$ cat src/rtl/syn_sweep_ctrl.sv
// ============================================================================
// Module   : syn_sweep_ctrl
// Purpose  : Sweeps the synaptic (and optional gradient) SRAM row belonging to
//            one pre-neuron, either read-only or read-modify-write.
// Options  : define SYN_GRAD_ACCUM_EN to mirror SRAM strobes onto the
//            gradient array during train sweeps.
// Revision : 1.0 - initial release
// ============================================================================
`default_nettype none

module syn_sweep_ctrl #(
  parameter int INPUT_NEURON         = 784,
  parameter int OUTPUT_NEURON        = 256,
  parameter int POST_NEUR_PARALLEL   = 4,
  parameter int PRE_NEUR_ADDR_WIDTH  = 10,
  parameter int POST_NEUR_ADDR_WIDTH = 10,
  parameter int SYN_ARRAY_ADDR_WIDTH = 16
) (
  input  logic                            CLK,
  input  logic                            RST_N,
  input  logic                            START,
  input  logic [PRE_NEUR_ADDR_WIDTH-1:0]  PRE_ADDR,
  input  logic                            IS_TRAIN,
  output logic                            BUSY,
  output logic                            DONE,
  output logic                            ERR,
  output logic                            RDATA_VALID,
  output logic                            CTRL_SYNARRAY_CS,
  output logic                            CTRL_SYNARRAY_WE,
  output logic [SYN_ARRAY_ADDR_WIDTH-1:0] CTRL_SYNARRAY_ADDR,
  output logic                            CTRL_GRAD_ARRAY_CS,
  output logic                            CTRL_GRAD_ARRAY_WE,
  output logic [POST_NEUR_ADDR_WIDTH-1:0] CTRL_POST_NEURON_ADDRESS,
  output logic                            CTRL_TREF_EVENT
);

  localparam int              c_words   = OUTPUT_NEURON / POST_NEUR_PARALLEL;
  localparam int              c_kw      = (c_words > 1) ? $clog2(c_words) : 1;
  localparam logic [c_kw-1:0] c_k_last  = c_kw'(c_words - 1);
  localparam logic [31:0]     c_words32 = 32'(c_words);
  localparam logic [31:0]     c_in32    = 32'(INPUT_NEURON);
  localparam logic [31:0]     c_par32   = 32'(POST_NEUR_PARALLEL);

  typedef enum logic [1:0] {
    ST_IDLE  = 2'd0,
    ST_READ  = 2'd1,
    ST_WRITE = 2'd2,
    ST_DRAIN = 2'd3
  } state_t;

  state_t                          state_q;
  logic [c_kw-1:0]                 k_q;
  logic [SYN_ARRAY_ADDR_WIDTH-1:0] base_q;
  logic                            train_q;
  logic                            done_q;
  logic                            err_q;
  logic                            rvalid_q;
  logic                            cs_q;
  logic                            we_q;
  logic                            tref_q;
  logic [SYN_ARRAY_ADDR_WIDTH-1:0] addr_q;
  logic [POST_NEUR_ADDR_WIDTH-1:0] post_q;

  logic                            start_ok_d;
  logic [SYN_ARRAY_ADDR_WIDTH-1:0] base_d;
  logic [c_kw-1:0]                 k_d;
  logic [SYN_ARRAY_ADDR_WIDTH-1:0] addr_d;
  logic [POST_NEUR_ADDR_WIDTH-1:0] post_d;

  assign start_ok_d = (32'(PRE_ADDR) < c_in32);
  assign base_d     = SYN_ARRAY_ADDR_WIDTH'(32'(PRE_ADDR) * c_words32);
  // k_d is only consumed when k_q is below the last word, so it never wraps.
  assign k_d        = k_q + 1'b1;
  assign addr_d     = base_q + SYN_ARRAY_ADDR_WIDTH'(k_d);
  assign post_d     = POST_NEUR_ADDR_WIDTH'(32'(k_d) * c_par32);

  // Outputs are registered together with the state so they describe the state entered.
  always_ff @(posedge CLK or negedge RST_N) begin
    if (!RST_N) begin
      state_q  <= ST_IDLE;
      k_q      <= '0;
      base_q   <= '0;
      train_q  <= 1'b0;
      done_q   <= 1'b0;
      err_q    <= 1'b0;
      rvalid_q <= 1'b0;
      cs_q     <= 1'b0;
      we_q     <= 1'b0;
      tref_q   <= 1'b0;
      addr_q   <= '0;
      post_q   <= '0;
    end else begin
      done_q   <= 1'b0;
      err_q    <= 1'b0;
      rvalid_q <= (state_q == ST_READ) && !train_q;
      case (state_q)
        ST_IDLE: begin
          if (START) begin
            if (start_ok_d) begin
              state_q <= ST_READ;
              base_q  <= base_d;
              train_q <= IS_TRAIN;
              k_q     <= '0;
              cs_q    <= 1'b1;
              we_q    <= 1'b0;
              tref_q  <= 1'b0;
              addr_q  <= base_d;
              post_q  <= '0;
            end else begin
              err_q <= 1'b1;
            end
          end
        end
        ST_READ: begin
          if (train_q) begin
            state_q <= ST_WRITE;
            we_q    <= 1'b1;
            tref_q  <= 1'b1;
          end else if (k_q == c_k_last) begin
            state_q <= ST_DRAIN;
            cs_q    <= 1'b0;
            done_q  <= 1'b1;
          end else begin
            k_q    <= k_d;
            addr_q <= addr_d;
            post_q <= post_d;
          end
        end
        ST_WRITE: begin
          we_q   <= 1'b0;
          tref_q <= 1'b0;
          if (k_q == c_k_last) begin
            state_q <= ST_DRAIN;
            cs_q    <= 1'b0;
            done_q  <= 1'b1;
          end else begin
            state_q <= ST_READ;
            k_q     <= k_d;
            addr_q  <= addr_d;
            post_q  <= post_d;
          end
        end
        ST_DRAIN: begin
          state_q <= ST_IDLE;
        end
        default: begin
          state_q <= ST_IDLE;
          cs_q    <= 1'b0;
          we_q    <= 1'b0;
          tref_q  <= 1'b0;
        end
      endcase
    end
  end

  assign BUSY                     = (state_q != ST_IDLE);
  assign DONE                     = done_q;
  assign ERR                      = err_q;
  assign RDATA_VALID              = rvalid_q;
  assign CTRL_SYNARRAY_CS         = cs_q;
  assign CTRL_SYNARRAY_WE         = we_q;
  assign CTRL_SYNARRAY_ADDR       = addr_q;
  assign CTRL_POST_NEURON_ADDRESS = post_q;
  assign CTRL_TREF_EVENT          = tref_q;

`ifdef SYN_GRAD_ACCUM_EN
  assign CTRL_GRAD_ARRAY_CS = cs_q & train_q;
  assign CTRL_GRAD_ARRAY_WE = we_q & train_q;
`else
  assign CTRL_GRAD_ARRAY_CS = 1'b0;
  assign CTRL_GRAD_ARRAY_WE = 1'b0;
`endif

endmodule

`default_nettype wire

$ cat config.mk
export PLATFORM = sky130hd
export DESIGN_NAME = syn_sweep_ctrl
export DESIGN_NICKNAME = d
export VERILOG_FILES = /design/src/rtl/syn_sweep_ctrl.sv
export SDC_FILE = /design/constraint.sdc
export NUM_CORES = 1
export LEC_CHECK = 0
export CAP_MARGIN = 20
export CORE_MARGIN = 2
export CORE_UTILIZATION = 43
export DETAILED_ROUTE_END_ITERATION = 10
export PLACE_DENSITY = 0.81
export SKIP_CTS_REPAIR_TIMING = 1
export SLEW_MARGIN = 15
export SYNTH_ARGS = -nofsm -noshare
export SYNTH_HDL_FRONTEND = slang
export SYNTH_SLANG_ARGS = --single-unit
export TNS_END_PERCENT = 20
$ cat constraint.sdc
create_clock -name CLK -period 2.1 [get_ports CLK]
set_clock_uncertainty 0.05 [all_clocks]
set_input_delay 0.21 -clock CLK [delete_from_list [all_inputs] [get_ports CLK]]
set_output_delay 0.21 -clock CLK [all_outputs]
set_load 0.02 [all_outputs]
==> impl_metrics.py, run 1 <==
metrics = {
    "placement": {
        "dp.final_hpwl_um": 2660,
        "dp.cells": 245,
        "portBuffers": 42,
        "gp_congestion": 0.781,
        "dp_slack_ns": -0.00682,
    },
    "global_routing": {
        "use_met3_pct": 5.36,
        "grt_max_degree": 35,
        "grt.overflow.total": 0,
        "grt_util_met1_pct": 22.7,
        "grt_pass1_wl_um": 6210,
        "grt.total_usage_pct": 17.9,
        "busiest_layer": "met2",
        "grt_pass1_vias": 1331,
        "antenna_found_initial": 0,
        "gr-usage-met2_pct": 29.9,
    },
    "min_path": {
        "hold_path.class": "in -> async",
    },
    "timing": {
        "max_freq_ghz": 0.508,
        "setup-violations-final": 0,
        "worst_slack_ns": 0.132,
        "hold_viol": 0,
        "period_share_pct": 93.7,
        "period_needed_ns": 1.97,
        "setup_tns_ns": 0,
        "rsz0062_at_grt": "false",
        "slew_violations": 0,
    },
    "setup_path": {
        "r2r_slack_ns": 0.13,
        "crit_path_end_kind": "flop",
        "start_kind": "flop",
        "timing.rr.start": "state_q[1]",
        "required_ns": 2.22,
        "cp_data_arrival_time_ns": 2.09,
        "worstPathMaxFanout": 10,
        "r2r-end": "CTRL_SYNARRAY_ADDR[14]",
        "rr_worst_depth": 8,
        "crit_type": "reg -> reg",
    },
    "synthesis": {
        "post_synth_main_area_contributors": "dfrtp_1 47%, mux2_2 19%, buf_4 5.9%, ha_1 4.2%, nand3_1 2.8%",
        "muxShareOfSynthArea_pct": 20.1,
        "synth-adder-area-share_pct": 4.18,
        "synthXorXnorAreaFrac_pct": 0,
        "ys_seq_area_share_pct": 47.4,
        "ys_ff_latch": 34,
        "synth_compound_area_share_pct": 8.85,
        "synth_top_family_by_area": "multiplexers",
        "avgSynthCellArea_um2": 11.7,
        "synthArstFlopShare_pct": 100,
        "synth_edf_count": 0,
        "synth_top_area_share_pct": 47.4,
        "synth_cell_types": 37,
        "yosysWarnings": 0,
        "ys.flop_type": "dfrtp_1",
        "synth-simple-area-share_pct": 10.4,
        "syn-cell-area_mm2": 0.00180,
        "synthCells": 153,
        "yosys.area.top_type": "dfrtp_1",
    },
    "cells_and_area": {
        "fin_nets": 224,
        "multi_input_area_um2": 811,
        "final_cells": 255,
        "synthToLayoutAreaGrowth_pct": 33.9,
        "finalCoreUtilization_pct": 60.1,
        "fill_cells": 338,
        "drive_above_1_share_pct": 30.7,
        "seq_area_um2": 852,
        "n_antenna_cell": 0,
    },
    "drt": {
        "drt-vias-per-instance": 5.12,
        "drc": 0,
        "vias": 1306,
        "first_pass_iters": 4,
        "totalWireLength_um": 3560,
        "wl_per_cell_um": 14.0,
        "first_iter_violations": 72,
        "ant_nets": 0,
    },
    "cts": {
        "insertion_delay_ns": 0.29,
        "cts_root_buf": "clkbuf_8",
        "tritoncts": "built",
        "clkSinkCount": 34,
        "cts_buffer_depth": 2,
        "cts-buffers-inserted": 5,
        "clk_pin_slew_ns": 0.08,
        "htreeDepth": 2,
    },
    "die": {
        "die_h_um": 68.6,
        "coreArea_mm2": 0.00400,
        "dieWidth_um": 68.6,
        "die_area_mm2": 0.00471,
        "fp-row-count": 23,
        "io_pins": 49,
        "start_util_pct": 44.9,
    },
    "power_and_ir_drop": {
        "ir_drop_mv": 0.960,
        "p_per_area_mw_per_mm2": 1780,
        "p_total_uw": 4290,
        "p_leak_uw": 0.00102,
    },
    "run": {
        "maxCapViolations": 0,
    },
    "run_status": {
        "status": "complete, no violations",
    },
}
worst max path at each step:
stage                      from                endpoint  slack [ns]  cells after the start
floorplan            state_q[1]  CTRL_SYNARRAY_ADDR[13]        0.07                      6
global placement    PRE_ADDR[7]   CTRL_SYNARRAY_ADDR[8]        0.07                      6
detailed placement  PRE_ADDR[7]  CTRL_SYNARRAY_ADDR[14]      -0.007                      6
CTS                  state_q[1]  CTRL_SYNARRAY_ADDR[14]        0.02                      7
global route         state_q[1]   CTRL_SYNARRAY_ADDR[3]        0.01                      7
finish               state_q[1]  CTRL_SYNARRAY_ADDR[14]        0.13                      8
per-stage QoR:
step           area (um2)  hold slack, ns
3_5_place_dp         2270           0.440
5_1_grt              2400           0.323
3_3_place_gp         2270           0.431
4_1_cts              2380           0.285
6_report             2400           0.276
2_1_floorplan        1810          -0.136
critical path, cell delays in order, from the launching register on:
cell and delay, ns:
dfrtp_2 0.44, inv_1 0.08, ha_2 0.29, buf_4 0.17, nand4_1 0.07, nor2_1 0.07, nor2_2 0.15, buf_6 0.17
mux2_2 0.35
layout make-up:
cell class	instances	area share [%]
sequential	34	35.4
multi-input combinational	98	33.7
timing repair buffer	58	22.6
clock buffer	5	2.86
tap	50	2.60
clock inverter	3	1.66
inverter	7	1.09
routing by layer:
metal	vias up	share of wire [%]
li1	634	-
met1	633	42
met2	37	52
met3	2	5.9
met4	0	0.28
met5	-	0
sequential cells by signal (all words and copies together) (netlist names):
register and flops:
CTRL_SYNARRAY_ADDR 16, base_q 10, state_q 2, CTRL_SYNARRAY_CS 1
CTRL_TREF_EVENT 1, DONE 1, ERR 1, RDATA_VALID 1
train_q 1
cells in the final DEF, fill, tap and decap left out, types with 2 or more instances in the layout:
| cell type | n |
|---|---|
| clkbuf_8 | 5 |
| o21ai_0 | 4 |
| mux2_2 | 31 |
| dfrtp_1 | 33 |
| nand2_1 | 9 |
| o22ai_1 | 2 |
| a31oi_1 | 2 |
| or4_1 | 2 |
| nor2_1 | 3 |
| buf_4 | 15 |
| clkinv_2 | 2 |
| inv_1 | 7 |
| nand3_1 | 10 |
| ha_1 | 5 |
| conb_1 | 6 |
| clkdlybuf4s50_1 | 42 |
cells in the mapped netlist, types with 2 or more instances:
| library cell | number |
|---|---|
| buf_2 | 2 |
| nand2_1 | 9 |
| buf_4 | 14 |
| inv_1 | 7 |
| mux2_2 | 31 |
| nand3_1 | 10 |
| or4_1 | 2 |
| o21ai_0 | 4 |
| o22ai_1 | 2 |
| ha_1 | 6 |
| clkbuf_1 | 2 |
| nor2_1 | 4 |
| dfrtp_1 | 34 |
| nor2b_1 | 2 |
| a31oi_1 | 2 |
kinds of logic (layout without fill, tap and decap cells):
family | count (synthesis) | count (layout)
AO/OA/AOI/OAI | 20 | 20
adder cells (fa/ha/maj) | 6 | 6
buffers and inverters | 26 | 73
flip-flops | 34 | 34
multiplexers | 32 | 32
other | 1 | 6
AND/OR/NAND/NOR | 34 | 34
power by group:
part / internal, uW / total (uW) / switching, uW
Combinational: 1370 / 2520 / 1150
Clock: 349 / 592 / 243
Sequential: 973 / 1180 / 206
Note: power is estimated with default switching activity, not from simulation.
==> run 2, diff against run 1 <==
Settings changed: SLEW_MARGIN 15 to unset.
==> results of run 2 <==
The final DEF is identical to that of run 1; final timing and power are the same.
==> run 3, diff against run 2 <==
Settings changed: CORE_MARGIN 2 to unset, CORE_UTILIZATION 43 to 48, PLACE_DENSITY 0.81 to 0.86, TNS_END_PERCENT 20 to unset.
Clock period 2.1 ns to 2 ns, I/O delays scaled along.
==> impl_metrics.py, run 3 (synthesized netlist as in run 1, its figures left out) <==
metrics = {
    "setup_path": {
        "worstPathMaxFanout": 6,
        "worstPathCellList": "ha_1 -> nand3_1 -> or3_1 -> a2111o_1 -> o211ai_1",
        "worst_path_max_delay_cell": "or3_1",
        "r2r-end": "state_q[1]",
        "crit_path_end_kind": "flop",
        "required_ns": 2.15,
        "r2r_slack_ns": 0.09,
        "crit_type": "reg -> reg",
        "critPathMaxStageDelay_ns": 0.46,
        "start_kind": "flop",
        "cp_data_arrival_time_ns": 2.06,
        "rr_worst_depth": 5,
        "timing.rr.start": "CTRL_SYNARRAY_ADDR[0]",
    },
    "timing": {
        "period_share_pct": 95.6,
        "setup_tns_ns": 0,
        "max_freq_ghz": 0.523,
        "setup-violations-final": 0,
        "worst_slack_ns": 0.0887,
        "hold_viol": 0,
        "slew_violations": 0,
        "period_needed_ns": 1.91,
    },
    "die": {
        "io_pins": 49,
        "dieWidth_um": 63.2,
        "coreArea_mm2": 0.00347,
        "start_util_pct": 51.8,
        "fp-row-count": 21,
        "die_area_mm2": 0.00399,
        "die_h_um": 63.2,
    },
    "power_and_ir_drop": {
        "pwr-share-comb_pct": 58.6,
        "p_clk_share_pct": 15.8,
        "p_total_uw": 4820,
        "p_per_area_mw_per_mm2": 1940,
        "internal_power_uw": 3040,
        "p_sw_uw": 1780,
        "power_frac_seq_pct": 25.7,
        "ir_drop_mv": 1.03,
        "power_switching_share_pct": 37.0,
        "p_leak_uw": 0.00107,
    },
    "global_routing": {
        "antenna_found_initial": 0,
        "grt.total_usage_pct": 21.1,
        "gr-usage-met2_pct": 36.7,
        "grt_util_met1_pct": 23.0,
        "grt_max_degree": 35,
        "grt_pass1_wl_um": 6370,
        "grt_pass1_vias": 1429,
        "grt.overflow.total": 0,
        "busiest_layer": "met2",
        "use_met3_pct": 6.34,
    },
    "cells_and_area": {
        "fin_area_mm2": 0.00249,
        "seq_area_um2": 851,
        "finalCoreUtilization_pct": 71.7,
        "fill_cells": 252,
        "drive_above_1_share_pct": 31.9,
        "multi_input_area_um2": 821,
        "layout_commonest_cell": "clkdlybuf4s50_1",
        "synthToLayoutAreaGrowth_pct": 38.5,
        "n_antenna_cell": 0,
        "largest_register_ffs": 16,
        "fin_nets": 229,
        "layout_common_cells": "42 x clkdlybuf4s50_1, 34 x dfrtp_1, 31 x mux2_2, 19 x buf_4, 10 x nand3_1",
    },
    "cts": {
        "tritoncts": "built",
        "cts-buffers-inserted": 5,
        "htreeDepth": 2,
        "clkSinkCount": 34,
        "cts_root_buf": "clkbuf_8",
        "cts_buffer_depth": 2,
        "clk_pin_slew_ns": 0.07,
        "insertion_delay_ns": 0.29,
    },
    "placement": {
        "placed_area_mm2": 0.00231,
        "dp.final_hpwl_um": 2850,
        "gp_congestion": 0.933,
        "dp_slack_ns": -0.0967,
        "portBuffers": 42,
    },
    "drt": {
        "wl_per_cell_um": 15.6,
        "ant_nets": 0,
        "drc": 0,
        "drt-vias-per-instance": 5.48,
        "totalWireLength_um": 3980,
        "vias": 1402,
        "first_iter_violations": 33,
        "first_pass_iters": 5,
    },
    "run": {
        "maxCapViolations": 0,
    },
    "run_status": {
        "status": "complete, no violations",
    },
    "min_path": {
        "hold_path.class": "in -> async",
    },
}
-- run 3: cell types whose count changed in the layout (fill, tap and decap cells not counted), sizes merged --
cell    change
buf         +5
bufinv      +1
clkinv      -1
-- run 3: power by group through the flow --
stage | combinational [uW] | clock (uW) | sequential [uW]
global placement | 2550 | 0 | 1210
global route | 3020 | 807 | 1280
floorplan | 1520 | 0 | 1430
CTS | 2680 | 772 | 1230
finish | 2830 | 760 | 1240
detailed placement | 2670 | 0 | 1240
-- run 3: layer usage --
metal	vias up	routed length, um
met1	678	1530
met2	76	2120
met5	-	0
li1	637	-
met4	0	82
met3	11	243
-- run 3: layout make-up --
type | count | area share (%)
Sequential cell | 34 | 34.2
Timing Repair Buffer | 63 | 23.9
Clock inverter | 3 | 2.77
Clock buffer | 5 | 2.77
Tap cell | 46 | 2.31
Multi-Input combinational cell | 98 | 33.0
Inverter | 7 | 1.06
-- run 3: critical path: cells and delay by family (launching register included) --
kind                       cells  cell delay, ns
and+or+nand+nor                2            0.62
AOI/OAI and AO/OA              2            0.57
DFF                            1            0.36
adders and majority gates      1            0.23
-- run 3: how the worst max path moves through the flow --
stage	from	to	slack [ns]
4_1_cts	state_q[0]	BUSY	0.03
3_3_place_gp	PRE_ADDR[7]	CTRL_SYNARRAY_ADDR[13]	-0.02
2_1_floorplan	state_q[0]	CTRL_SYNARRAY_ADDR[10]	0.04
6_report	CTRL_SYNARRAY_ADDR[0]	state_q[1]	0.09
3_5_place_dp	PRE_ADDR[7]	CTRL_SYNARRAY_ADDR[7]	-0.1
5_1_grt	state_q[1]	CTRL_SYNARRAY_ADDR[3]	-0.03
-- run 3: metrics by stage --
step	instances	hold slack [ns]
after floorplan	158	-0.146
after global placement	246	0.431
after detailed placement	246	0.439
after CTS	254	0.282
after global routing	256	0.299
final	256	0.270
